[config.mk]
export PLATFORM = sky130hd
export DESIGN_NAME = mem_ctrl_multi
export DESIGN_NICKNAME = d
export VERILOG_FILES = /design/src/rtl/mem_ctrl_multi.sv
export SDC_FILE = /design/constraint.sdc
export NUM_CORES = 1
export LEC_CHECK = 0
export BUFFER_PORTS_ARGS = -buffer_cell sky130_fd_sc_hd__buf_2
export CORE_AREA = 2 2 137 139
export CTS_CLUSTER_SIZE = 20
export DETAILED_ROUTE_END_ITERATION = 10
export DIE_AREA = 0 0 139 141
export PLACE_DENSITY = 0.77
export SYNTH_ARGS = -nofsm -noshare
export SYNTH_HDL_FRONTEND = slang
export SYNTH_SLANG_ARGS = --single-unit
export TNS_END_PERCENT = 1
[constraint.sdc]
create_clock -name clk -period 2.42 [get_ports clk]
set_input_delay 0.363 -clock clk [delete_from_list [all_inputs] [get_ports clk]]
set_output_delay 0.363 -clock clk [all_outputs]
set_load 0.1 [all_outputs]
[src/rtl/mem_ctrl_multi.sv]
// mem_ctrl_multi: round-robin arbiter that serialises NCH load/store channels onto one byte-wide RAM port.
// Supports 1/2/4-byte transfers, sign-extended loads, IO-window store back-pressure and flush of flushable loads.
module mem_ctrl_multi #(
   parameter int NCH   = 2,
   parameter int TAG_W = 4
) (
   input  logic                 clk,
   input  logic                 rst,
   input  logic                 rdy,
   input  logic                 io_buffer_full,
   input  logic                 flush,
   input  logic [7:0]           mem_din,
   output logic [7:0]           mem_dout,
   output logic [31:0]          mem_a,
   output logic                 mem_wr,
   input  logic [NCH-1:0]       req_valid,
   input  logic [NCH*32-1:0]    req_addr,
   input  logic [NCH*32-1:0]    req_wdata,
   input  logic [NCH*2-1:0]     req_size,
   input  logic [NCH-1:0]       req_we,
   input  logic [NCH-1:0]       req_signed,
   input  logic [NCH*TAG_W-1:0] req_tag,
   input  logic [NCH-1:0]       req_flushable,
   output logic [NCH-1:0]       done,
   output logic [31:0]          rdata,
   output logic [TAG_W-1:0]     rtag
);

   localparam int CW = (NCH > 1) ? $clog2(NCH) : 1;

   localparam logic [1:0] ST_IDLE = 2'd0;
   localparam logic [1:0] ST_XFER = 2'd1;
   localparam logic [1:0] ST_LAST = 2'd2;
   localparam logic [1:0] ST_RESP = 2'd3;

   logic [1:0]       r_state;
   logic [CW-1:0]    r_gnt;
   logic [CW-1:0]    r_rrPtr;
   logic [31:0]      r_addr;
   logic [31:0]      r_wdata;
   logic [1:0]       r_lastIdx;
   logic             r_we;
   logic             r_signed;
   logic             r_flushable;
   logic [TAG_W-1:0] r_tag;
   logic [1:0]       r_cnt;
   logic [23:0]      r_buf;
   logic [31:0]      r_heldA;
   logic [NCH-1:0]   r_done;
   logic [31:0]      r_rdata;
   logic [TAG_W-1:0] r_rtag;

   logic [31:0]      w_chAddr  [NCH];
   logic [31:0]      w_chWdata [NCH];
   logic [1:0]       w_chSize  [NCH];
   logic [TAG_W-1:0] w_chTag   [NCH];

   logic [NCH-1:0]   w_eligible;
   logic             w_found;
   logic [CW-1:0]    w_gnt;
   logic [CW-1:0]    w_rrNext;
   logic [1:0]       w_selLast;
   logic             w_ioStall;
   logic             w_flushKill;
   logic [31:0]      w_xferAddr;
   logic [7:0]       w_wByte;
   logic [31:0]      w_loadWord;
   logic [31:0]      w_curA;
   logic             w_curWr;
   logic [7:0]       w_curDout;

   for (genvar c = 0; c < NCH; c++) begin : g_unpack
      assign w_chAddr[c]  = req_addr[c*32 +: 32];
      assign w_chWdata[c] = req_wdata[c*32 +: 32];
      assign w_chSize[c]  = req_size[c*2 +: 2];
      assign w_chTag[c]   = req_tag[c*TAG_W +: TAG_W];
   end

   assign w_eligible = req_valid & ~({NCH{flush}} & req_flushable);

   // First eligible channel at or after the round-robin pointer wins.
   always_comb begin
      int idx;
      w_found = 1'b0;
      w_gnt   = '0;
      idx     = 0;
      for (int k = 0; k < NCH; k++) begin
         idx = int'(r_rrPtr) + k;
         if (idx >= NCH) begin
            idx = idx - NCH;
         end
         if (!w_found && w_eligible[idx[CW-1:0]]) begin
            w_found = 1'b1;
            w_gnt   = idx[CW-1:0];
         end
      end
   end

   assign w_rrNext  = (w_gnt == CW'(NCH - 1)) ? '0 : w_gnt + 1'b1;
   assign w_selLast = (w_chSize[w_gnt] == 2'd0) ? 2'd0 :
                      (w_chSize[w_gnt] == 2'd1) ? 2'd1 : 2'd3;

   assign w_ioStall   = r_we && (r_addr[17:16] == 2'b11) && io_buffer_full;
   assign w_flushKill = flush && !r_we && r_flushable &&
                        ((r_state == ST_XFER) || (r_state == ST_LAST));
   assign w_xferAddr  = r_addr + {30'd0, r_cnt};
   assign w_wByte     = 8'(r_wdata >> {r_cnt, 3'b000});

   // The final byte arrives in LAST straight from mem_din; earlier bytes come from r_buf.
   always_comb begin
      case (r_lastIdx)
         2'd0:    w_loadWord = {{24{r_signed & mem_din[7]}}, mem_din};
         2'd1:    w_loadWord = {{16{r_signed & mem_din[7]}}, mem_din, r_buf[7:0]};
         default: w_loadWord = {mem_din, r_buf[23:0]};
      endcase
   end

   always_comb begin
      w_curA    = '0;
      w_curWr   = 1'b0;
      w_curDout = '0;
      if (r_state == ST_XFER) begin
         w_curA = w_xferAddr;
         if (r_we) begin
            w_curDout = w_wByte;
            w_curWr   = !w_ioStall;
         end
      end
   end

   // While paused, keep showing the last active address so the byte the RAM returns on resume is the one owed.
   assign mem_a    = rdy ? w_curA : r_heldA;
   assign mem_wr   = rdy & w_curWr;
   assign mem_dout = w_curDout;
   assign done     = r_done;
   assign rdata    = r_rdata;
   assign rtag     = r_rtag;

   always_ff @(posedge clk) begin
      if (rst) begin
         r_state     <= ST_IDLE;
         r_gnt       <= '0;
         r_rrPtr     <= '0;
         r_addr      <= '0;
         r_wdata     <= '0;
         r_lastIdx   <= '0;
         r_we        <= 1'b0;
         r_signed    <= 1'b0;
         r_flushable <= 1'b0;
         r_tag       <= '0;
         r_cnt       <= '0;
         r_buf       <= '0;
         r_heldA     <= '0;
         r_done      <= '0;
         r_rdata     <= '0;
         r_rtag      <= '0;
      end else if (rdy) begin
         r_done  <= '0;
         r_heldA <= w_curA;
         case (r_state)
            ST_IDLE: begin
               if (w_found) begin
                  r_gnt       <= w_gnt;
                  r_addr      <= w_chAddr[w_gnt];
                  r_wdata     <= w_chWdata[w_gnt];
                  r_lastIdx   <= w_selLast;
                  r_we        <= req_we[w_gnt];
                  r_signed    <= req_signed[w_gnt];
                  r_flushable <= req_flushable[w_gnt];
                  r_tag       <= w_chTag[w_gnt];
                  r_cnt       <= '0;
                  r_rrPtr     <= w_rrNext;
                  r_state     <= ST_XFER;
               end
            end
            ST_XFER: begin
               if (w_flushKill) begin
                  r_state <= ST_IDLE;
               end else if (!w_ioStall) begin
                  if (!r_we) begin
                     case (r_cnt)
                        2'd1:    r_buf[7:0]   <= mem_din;
                        2'd2:    r_buf[15:8]  <= mem_din;
                        2'd3:    r_buf[23:16] <= mem_din;
                        default: ;
                     endcase
                  end
                  if (r_cnt == r_lastIdx) begin
                     if (r_we) begin
                        r_state       <= ST_RESP;
                        r_done[r_gnt] <= 1'b1;
                        r_rdata       <= '0;
                        r_rtag        <= r_tag;
                     end else begin
                        r_state <= ST_LAST;
                     end
                  end else begin
                     r_cnt <= r_cnt + 2'd1;
                  end
               end
            end
            ST_LAST: begin
               if (w_flushKill) begin
                  r_state <= ST_IDLE;
               end else begin
                  r_rdata       <= w_loadWord;
                  r_rtag        <= r_tag;
                  r_done[r_gnt] <= 1'b1;
                  r_state       <= ST_RESP;
               end
            end
            default: begin
               r_state <= ST_IDLE;
            end
         endcase
      end
   end

endmodule

==> results of run 1 <==
cell families (layout without fill, tap and decap cells):
logic type,after synthesis,in the layout,synth area share (%)
other cells,0,1,0
xor+xnor,11,11,1.120
simple gates,291,291,17.60
flops,173,173,40.25
mux,65,65,8.856
fa+ha+maj,10,10,1.541
buf+inv,105,375,4.740
compound gates,303,303,25.90
state kept, by name, summed over array words and instances (netlist names):
name	cells
r_heldA	32
done	2
r_flushable	1
r_signed	1
r_addr	32
rdata	32
r_rrPtr	1
r_we	1
r_tag	4
r_buf	24
r_wdata	32
r_gnt	1
r_state	2
r_lastIdx	2
rtag	4
r_cnt	2
placed cells by master, fill, tap and decap left out, types with 9 or more instances in the layout:
| master | n |
|---|---|
| nor3_1 | 12 |
| a21o_1 | 11 |
| nor2_1 | 45 |
| buf_2 | 198 |
| o2bb2ai_1 | 72 |
| buf_4 | 75 |
| o21ai_0 | 43 |
| a21oi_1 | 16 |
| nand3_2 | 9 |
| a22oi_1 | 74 |
| dfxtp_2 | 10 |
| nand4_1 | 26 |
| or4_4 | 10 |
| and2_1 | 14 |
| clkbuf_16 | 17 |
| nand2_1 | 82 |
| o211ai_1 | 18 |
| dfxtp_1 | 162 |
| nand3_1 | 27 |
| buf_12 | 48 |
| mux2_2 | 9 |
| mux2i_1 | 48 |
| a31oi_1 | 11 |
| inv_1 | 15 |
final cells by class:
cell class              count  area, µm²
repair buffers            325       2560
fillers                  1466       6203
diodes                      1      2.502
well taps                 234      292.8
multi-input cells         680       5036
inverters                  18      67.56
clock buffers              17      425.4
flip-flops and latches    173       3480
clock inverters            15      200.2
timing repair:
action / CTS / global route
buffers inserted: 1 / 1
gates resized for setup: 51 / 17
gates cloned: 0 / 0
setup endpoints to repair: 47 / 38
pin swaps: 12 / 8
path summary, 6_finish.rpt:
check / to / slack [ps] / cells after the start
hold / removal: r_tag[1] / 220 / 3
hold reg to reg: rdata[14] / 460 / 2
setup reg to reg: r_buf[14] / 170 / 8
setup / recovery: mem_a[26] / -460 / 6
power groups by stage:
stage               Combinational [mW]  Sequential (mW)  Clock [mW]
floorplan                        0.656             3.09           0
finish                            1.20             3.04        2.93
global placement                  1.15             3.09           0
global route                      1.29             3.05        3.10
CTS                               1.19             3.04        2.96
detailed placement                1.17             3.10           0
worst max-delay path, stage by stage, from the launching register on:
cell and delay [ps]:
dfxtp_1 350, buf_4 140, nand4_1 150, or4_4 620
or4_1 440, o211ai_1 170, buf_12 220
metal layers:
metal  global-route usage, %  vias up
met2                   45.71      367
met4                   11.16        0
met5                       0        -
met3                   4.450       69
met1                   34.46     4178
li1                        -     4183
==> flow_metrics.tcl, run 1 <==
set metrics [dict create \
    status "finished with violations" \
    violations "negative setup slack" \
    die_h_um 141 \
    route.top_layer_used "met4" \
    grt_overflow 0 \
    drc 0 \
    worst-setup-path-type "register to output port" \
    dp.cells 1428 \
    fin_area_mm2 0.01206 \
    total_power_mw 7.178 \
    clock_sinks 173 \
    rsz0062_at_grt "true" \
    async_flop_share_pct 0 \
    hold-worst-slack_ps 220.4 \
    hp-class "input pin to register" \
    layoutNonFillerInstCount 1463 \
    met3_length_mm 1.584 \
    place_area_mm2 0.01116 \
    synth_common_cells "dfxtp_1, nand2_1, clkbuf_1" \
    gr-usage-all-layers_pct 27.01 \
    internal_power_mw 5.121 \
    pwr-share-comb_pct 16.8 \
    pre_cts_slack_ps -245.4 \
    syn_area_per_cell_um2 8.982 \
    clock_latency_ps 420 \
    detailroute.via_count 8797 \
    ios 240 \
    tightest_slew_ps 752.8 \
    num_rows 50 \
    crit_start "r_addr[7]" \
    synth_top_area_share_pct 40.25 \
    syn_nets 1129 \
    pwr-share-seq_pct 42.4 \
    fin_ws_ps -457.1 \
    synth.distinct_cells 71 \
    drv_cap 0 \
    clk_pin_slew_ps 70 \
    met2_length_mm 13.53 \
    hold_viol 0 \
    clockRootBuffer "clkbuf_16" \
    antenna_found_initial 1 \
    vias_per_cell 6.013 \
    netlist_top_cells_area "dfxtp_1, o2bb2ai_1, a22oi_1, mux2i_1, nand2_1" \
    port_buffers 239 \
    final_nets 1386 \
    fmax_mhz 347.6 \
    synthFlopType "dfxtp_1" \
    cts_buffer_depth 2 \
    syn_area_mm2 0.008605 \
    start_util_pct 47.10 \
    routabilityCongestion 0.9076 \
    yosys_warnings 0 \
    p_clk_share_pct 40.9 \
    synth_largest_area_cell "dfxtp_1" \
    seq_area_frac_synth_pct 40.25 \
    min-delay-start "req_tag[1]" \
    postCtsHoldBufs 0 \
    drtIter0Drc 838 \
    grt_pass1_vias 8364 \
    coreArea_mm2 0.01827 \
    cp_max_fo 8 \
    timing.slew.headroom_pct 49.70 \
    arrival_ps 2510 \
    ant_nets 0 \
    ys_ff_latch 173 \
    finalSetupViolCount 24 \
    cts_tree "done" \
    swShare_pct 28.65 \
    powerDensity_mw_per_mm2 595.0 \
    die_w_um 139 \
    grt_max_degree 55 \
    area_growth_syn_to_layout_pct 40.21 \
    drt_pass1_iterations 6 \
    p_switching_mw 2.056 \
    maxSlewViolCount 0 \
    synth.most_common_cell "dfxtp_1" \
    p_leak_nw 4.913 \
    synth_edf_count 0 \
    routed_wl_mm 27.28 \
    place_hpwl_mm 19.25 \
    cts_made_buffers 17 \
    finClkSkew_ps 10.54 \
    cts_max_level 4 \
    finalSetupTns_ps -7883 \
    dieArea_mm2 0.01960 \
    end_kind "output port" \
    synth_cells 958 \
    period_share_pct 118.9 \
    grt_pass1_wl_mm 42.87 \
    utilization_pct 66.04 \
    ir_worst_vdd_mv 0.5010 \
    drive_gt1_share_pct 37.05 \
    post-route-min-period_ps 2877 \
    r2r_start "r_state[1]" \
    start_kind "register" \
    wl_met1_mm 11.38 \
    avgRoutedWirePerCell_um 18.65 \
    required_ps 2060 \
]
(Power assumes the default switching activity.)
==> run 2, diff against run 1 <==
- ABC_AREA: not set -> 1
- CORE_AREA: 2 2 137 139 -> 2 2 136 138
- CTS_BUF_LIST: not set -> sky130_fd_sc_hd__clkbuf_2 sky130_fd_sc_hd__clkbuf_4 sky130_fd_sc_hd__clkbuf_8
- DIE_AREA: 0 0 139 141 -> 0 0 138 140
- PLACE_DENSITY: 0.77 -> 0.78
==> run 2 against run 1 <==
Via count rose by 7.4%. Synthesized cell count increased by 37%. Sequential cell count stayed put. Non-clock buffer count is 50 lower. Largest power group unchanged. Die area down 1.4%. Critical endpoint is now mem_a[12]. The flow still finishes with violations (negative setup slack). Sequential power grew 6.9%. Clock power fell by 29%. Utilization down 2.5 points.
==> flow_metrics.tcl, run 2 <==
set metrics [dict create \
    routed_wl_mm 26.73 \
    antenna_found_initial 2 \
    hp-class "input pin to register" \
    whs_path_depth 3 \
    timing.slew.headroom_pct 58.87 \
    start_util_pct 48.73 \
    drtIter0Drc 814 \
    reg2reg_to "rtag[1]" \
    finClkSkew_ps 10.70 \
    fin_ws_ps -192.2 \
    cts_made_buffers 17 \
    cp_slowest_cell "dfxtp_2" \
    ant_nets 0 \
    internal_power_mw 4.679 \
    area_growth_syn_to_layout_pct 30.32 \
    r2r_cells 11 \
    worst-setup-path-type "register to output port" \
    clock_latency_ps 460 \
    final_nets 1703 \
    p_clk_share_pct 27.0 \
    synth_cells 1316 \
    fmax_mhz 382.8 \
    post-route-min-period_ps 2612 \
    required_ps 2060 \
    violations "negative setup slack" \
    utilization_pct 63.50 \
    synth.distinct_cells 35 \
    r2r_start "r_state[0]" \
    cts_tree "done" \
    critPathMaxStageDelay_ps 360 \
    p_leak_nw 4.609 \
    ys_ff_latch 173 \
    clk_pin_slew_ps 100 \
    drive_gt1_share_pct 25.00 \
    port_buffers 239 \
    synth_common_cells "nand2_1, dfxtp_1, a21oi_1" \
    async_flop_share_pct 0 \
    layoutNonFillerInstCount 1773 \
    synthFlopType "dfxtp_1" \
    pwr-share-seq_pct 42.3 \
    cts_max_level 4 \
    hold_viol 0 \
    syn_area_mm2 0.008663 \
    routabilityCongestion 0.9092 \
    grt_max_degree 109 \
    coreArea_mm2 0.01778 \
    p_switching_mw 3.018 \
    grt_pass1_vias 8484 \
    cts_buffer_depth 2 \
    fin_area_mm2 0.01129 \
    path_buf_inv 2 \
    grt_pass1_wl_mm 42.19 \
    drt_pass1_iterations 6 \
    die_h_um 140 \
    netlist_top_cells_area "dfxtp_1, nand2_1, a21oi_1, a31oi_1, nand3_1" \
    cp_max_fo 4 \
    gr-usage-all-layers_pct 26.53 \
    period_share_pct 107.9 \
    clock_sinks 173 \
    hold-path-endpoint "r_wdata[14]" \
    final_common_cell "nand2_1" \
    place_hpwl_mm 19.10 \
    drv_cap 0 \
    pwr-share-comb_pct 30.7 \
    syn_area_per_cell_um2 6.583 \
    end_kind "output port" \
    rrSetupSlack_ps 410 \
    ios 240 \
    min-delay-start "req_wdata[14]" \
    grt_overflow 0 \
    arrival_ps 2250 \
    path_cells "ha_4 > fa_2 > nand2_2 > nor2_4 > inv_2 > nor3_4 > nand3_1 > o211ai_1 > nand2_1 > buf_12" \
    drc 0 \
    status "finished with violations" \
    synth.most_common_cell "nand2_1" \
    num_rows 49 \
    maxSlewViolCount 0 \
    synth_top_area_share_pct 39.98 \
    dieArea_mm2 0.01932 \
    finalSetupViolCount 28 \
    final_cell_mix "nand2_1, buf_2, dfxtp_1, a21oi_1, nor2_1" \
    clockRootBuffer "clkbuf_8" \
    powerDensity_mw_per_mm2 681.8 \
    swShare_pct 39.21 \
    ir_worst_vdd_mv 0.4906 \
    num_antenna_cells 0 \
    start_kind "register" \
    crit_family "simple AND/OR/NAND/NOR gates" \
    place_area_mm2 0.01064 \
    syn_nets 1487 \
    yosys_warnings 0 \
    tightest_slew_ps 617.0 \
    avgRoutedWirePerCell_um 15.08 \
    synth_edf_count 0 \
    rsz0062_at_grt "true" \
    total_power_mw 7.697 \
    synth_largest_area_cell "dfxtp_1" \
    detailroute.via_count 9445 \
    die_w_um 138 \
    dp.cells 1739 \
    pre_cts_slack_ps -20.93 \
    seq_area_frac_synth_pct 39.98 \
    vias_per_cell 5.327 \
    postCtsHoldBufs 0 \
]
[run 2: changes by cell type after synthesis, moves of 34 or more]
cell / previous run / this run
nand2_1: 85 / 469
a21oi_1: 19 / 124
a22oi_1: 74 / 0
o2bb2ai_1: 73 / 0
inv_1: 17 / 79
a31oi_1: 11 / 71
nor2_1: 47 / 106
mux2i_1: 48 / 0
nand3_1: 37 / 81
clkbuf_1: 76 / 33
buf_2: 5 / 39
[run 2: tightest hold or removal path: stages]
cell,delay [ps]
buf_2,90
nand2_1,50
a31oi_1,60
[run 2: cells by family after synthesis]
group,after synthesis,share of synthesized area [%]
buffers and inverters,163,7.929
AO/OA/AOI/OAI,283,18.39
flip-flops,173,39.98
adder cells (fa/ha/maj),10,1.531
AND/OR/NAND/NOR,685,31.98
XOR/XNOR,2,0.2022
[run 2: per-stage QoR]
step | TNS, ps | hold WS, ps
after floorplan | -2886 | 420.0
after global placement | 0 | 431.7
after detailed placement | -30.51 | 434.9
after CTS | -3965 | 116.2
after global routing | -7721 | 131.4
final | -3176 | 146.5
[run 2: power groups by stage]
stage / combinational, mW / clock (mW) / sequential [mW]
after floorplan: 1.14 / 0 / 3.85
after global placement: 2.31 / 0 / 3.30
after detailed placement: 2.34 / 0 / 3.30
after CTS: 2.35 / 2.11 / 3.25
after global routing: 2.55 / 2.23 / 3.28
final: 2.37 / 2.08 / 3.25
[run 2: cell type report]
| type | count | area (µm²) |
|---|---|---|
| well taps | 229 | 286.5 |
| flip-flops and latches | 173 | 3472 |
| clock inverters | 14 | 156.4 |
| clock buffers | 17 | 234.0 |
| repair buffers | 275 | 2081 |
| fillers | 1598 | 6490 |
| inverters | 85 | 321.6 |
| multi-input cells | 980 | 4738 |
[run 2: metal layers]
metal / global-route usage [%] / routed length, µm
met1: 35.94 / 11660
met2: 42.31 / 12390
met4: 9.398 / 575
met3: 5.299 / 2112
met5: 0 / 0
[run 2: worst max-delay path by stage]
stage / from / to / slack, ps / depth (start not counted)
5_1_grt: r_addr[0] / mem_a[12] / -380 / 10
3_5_place_dp: r_cnt[0] / mem_a[28] / -20 / 10
6_report: r_addr[0] / mem_a[12] / -190 / 10
4_1_cts: r_cnt[0] / mem_a[12] / -280 / 10
3_3_place_gp: r_addr[0] / mem_a[20] / 70 / 11
2_1_floorplan: r_state[1] / mem_a[0] / -300 / 5
[run 2: what timing repair did]
action | 4_1_cts | 5_1_grt
buffers inserted | 1 | 2
gates resized for setup | 63 | 23
gates cloned | 0 | 0
pin swaps | 7 | 11
endpoints found under the setup margin | 40 | 40
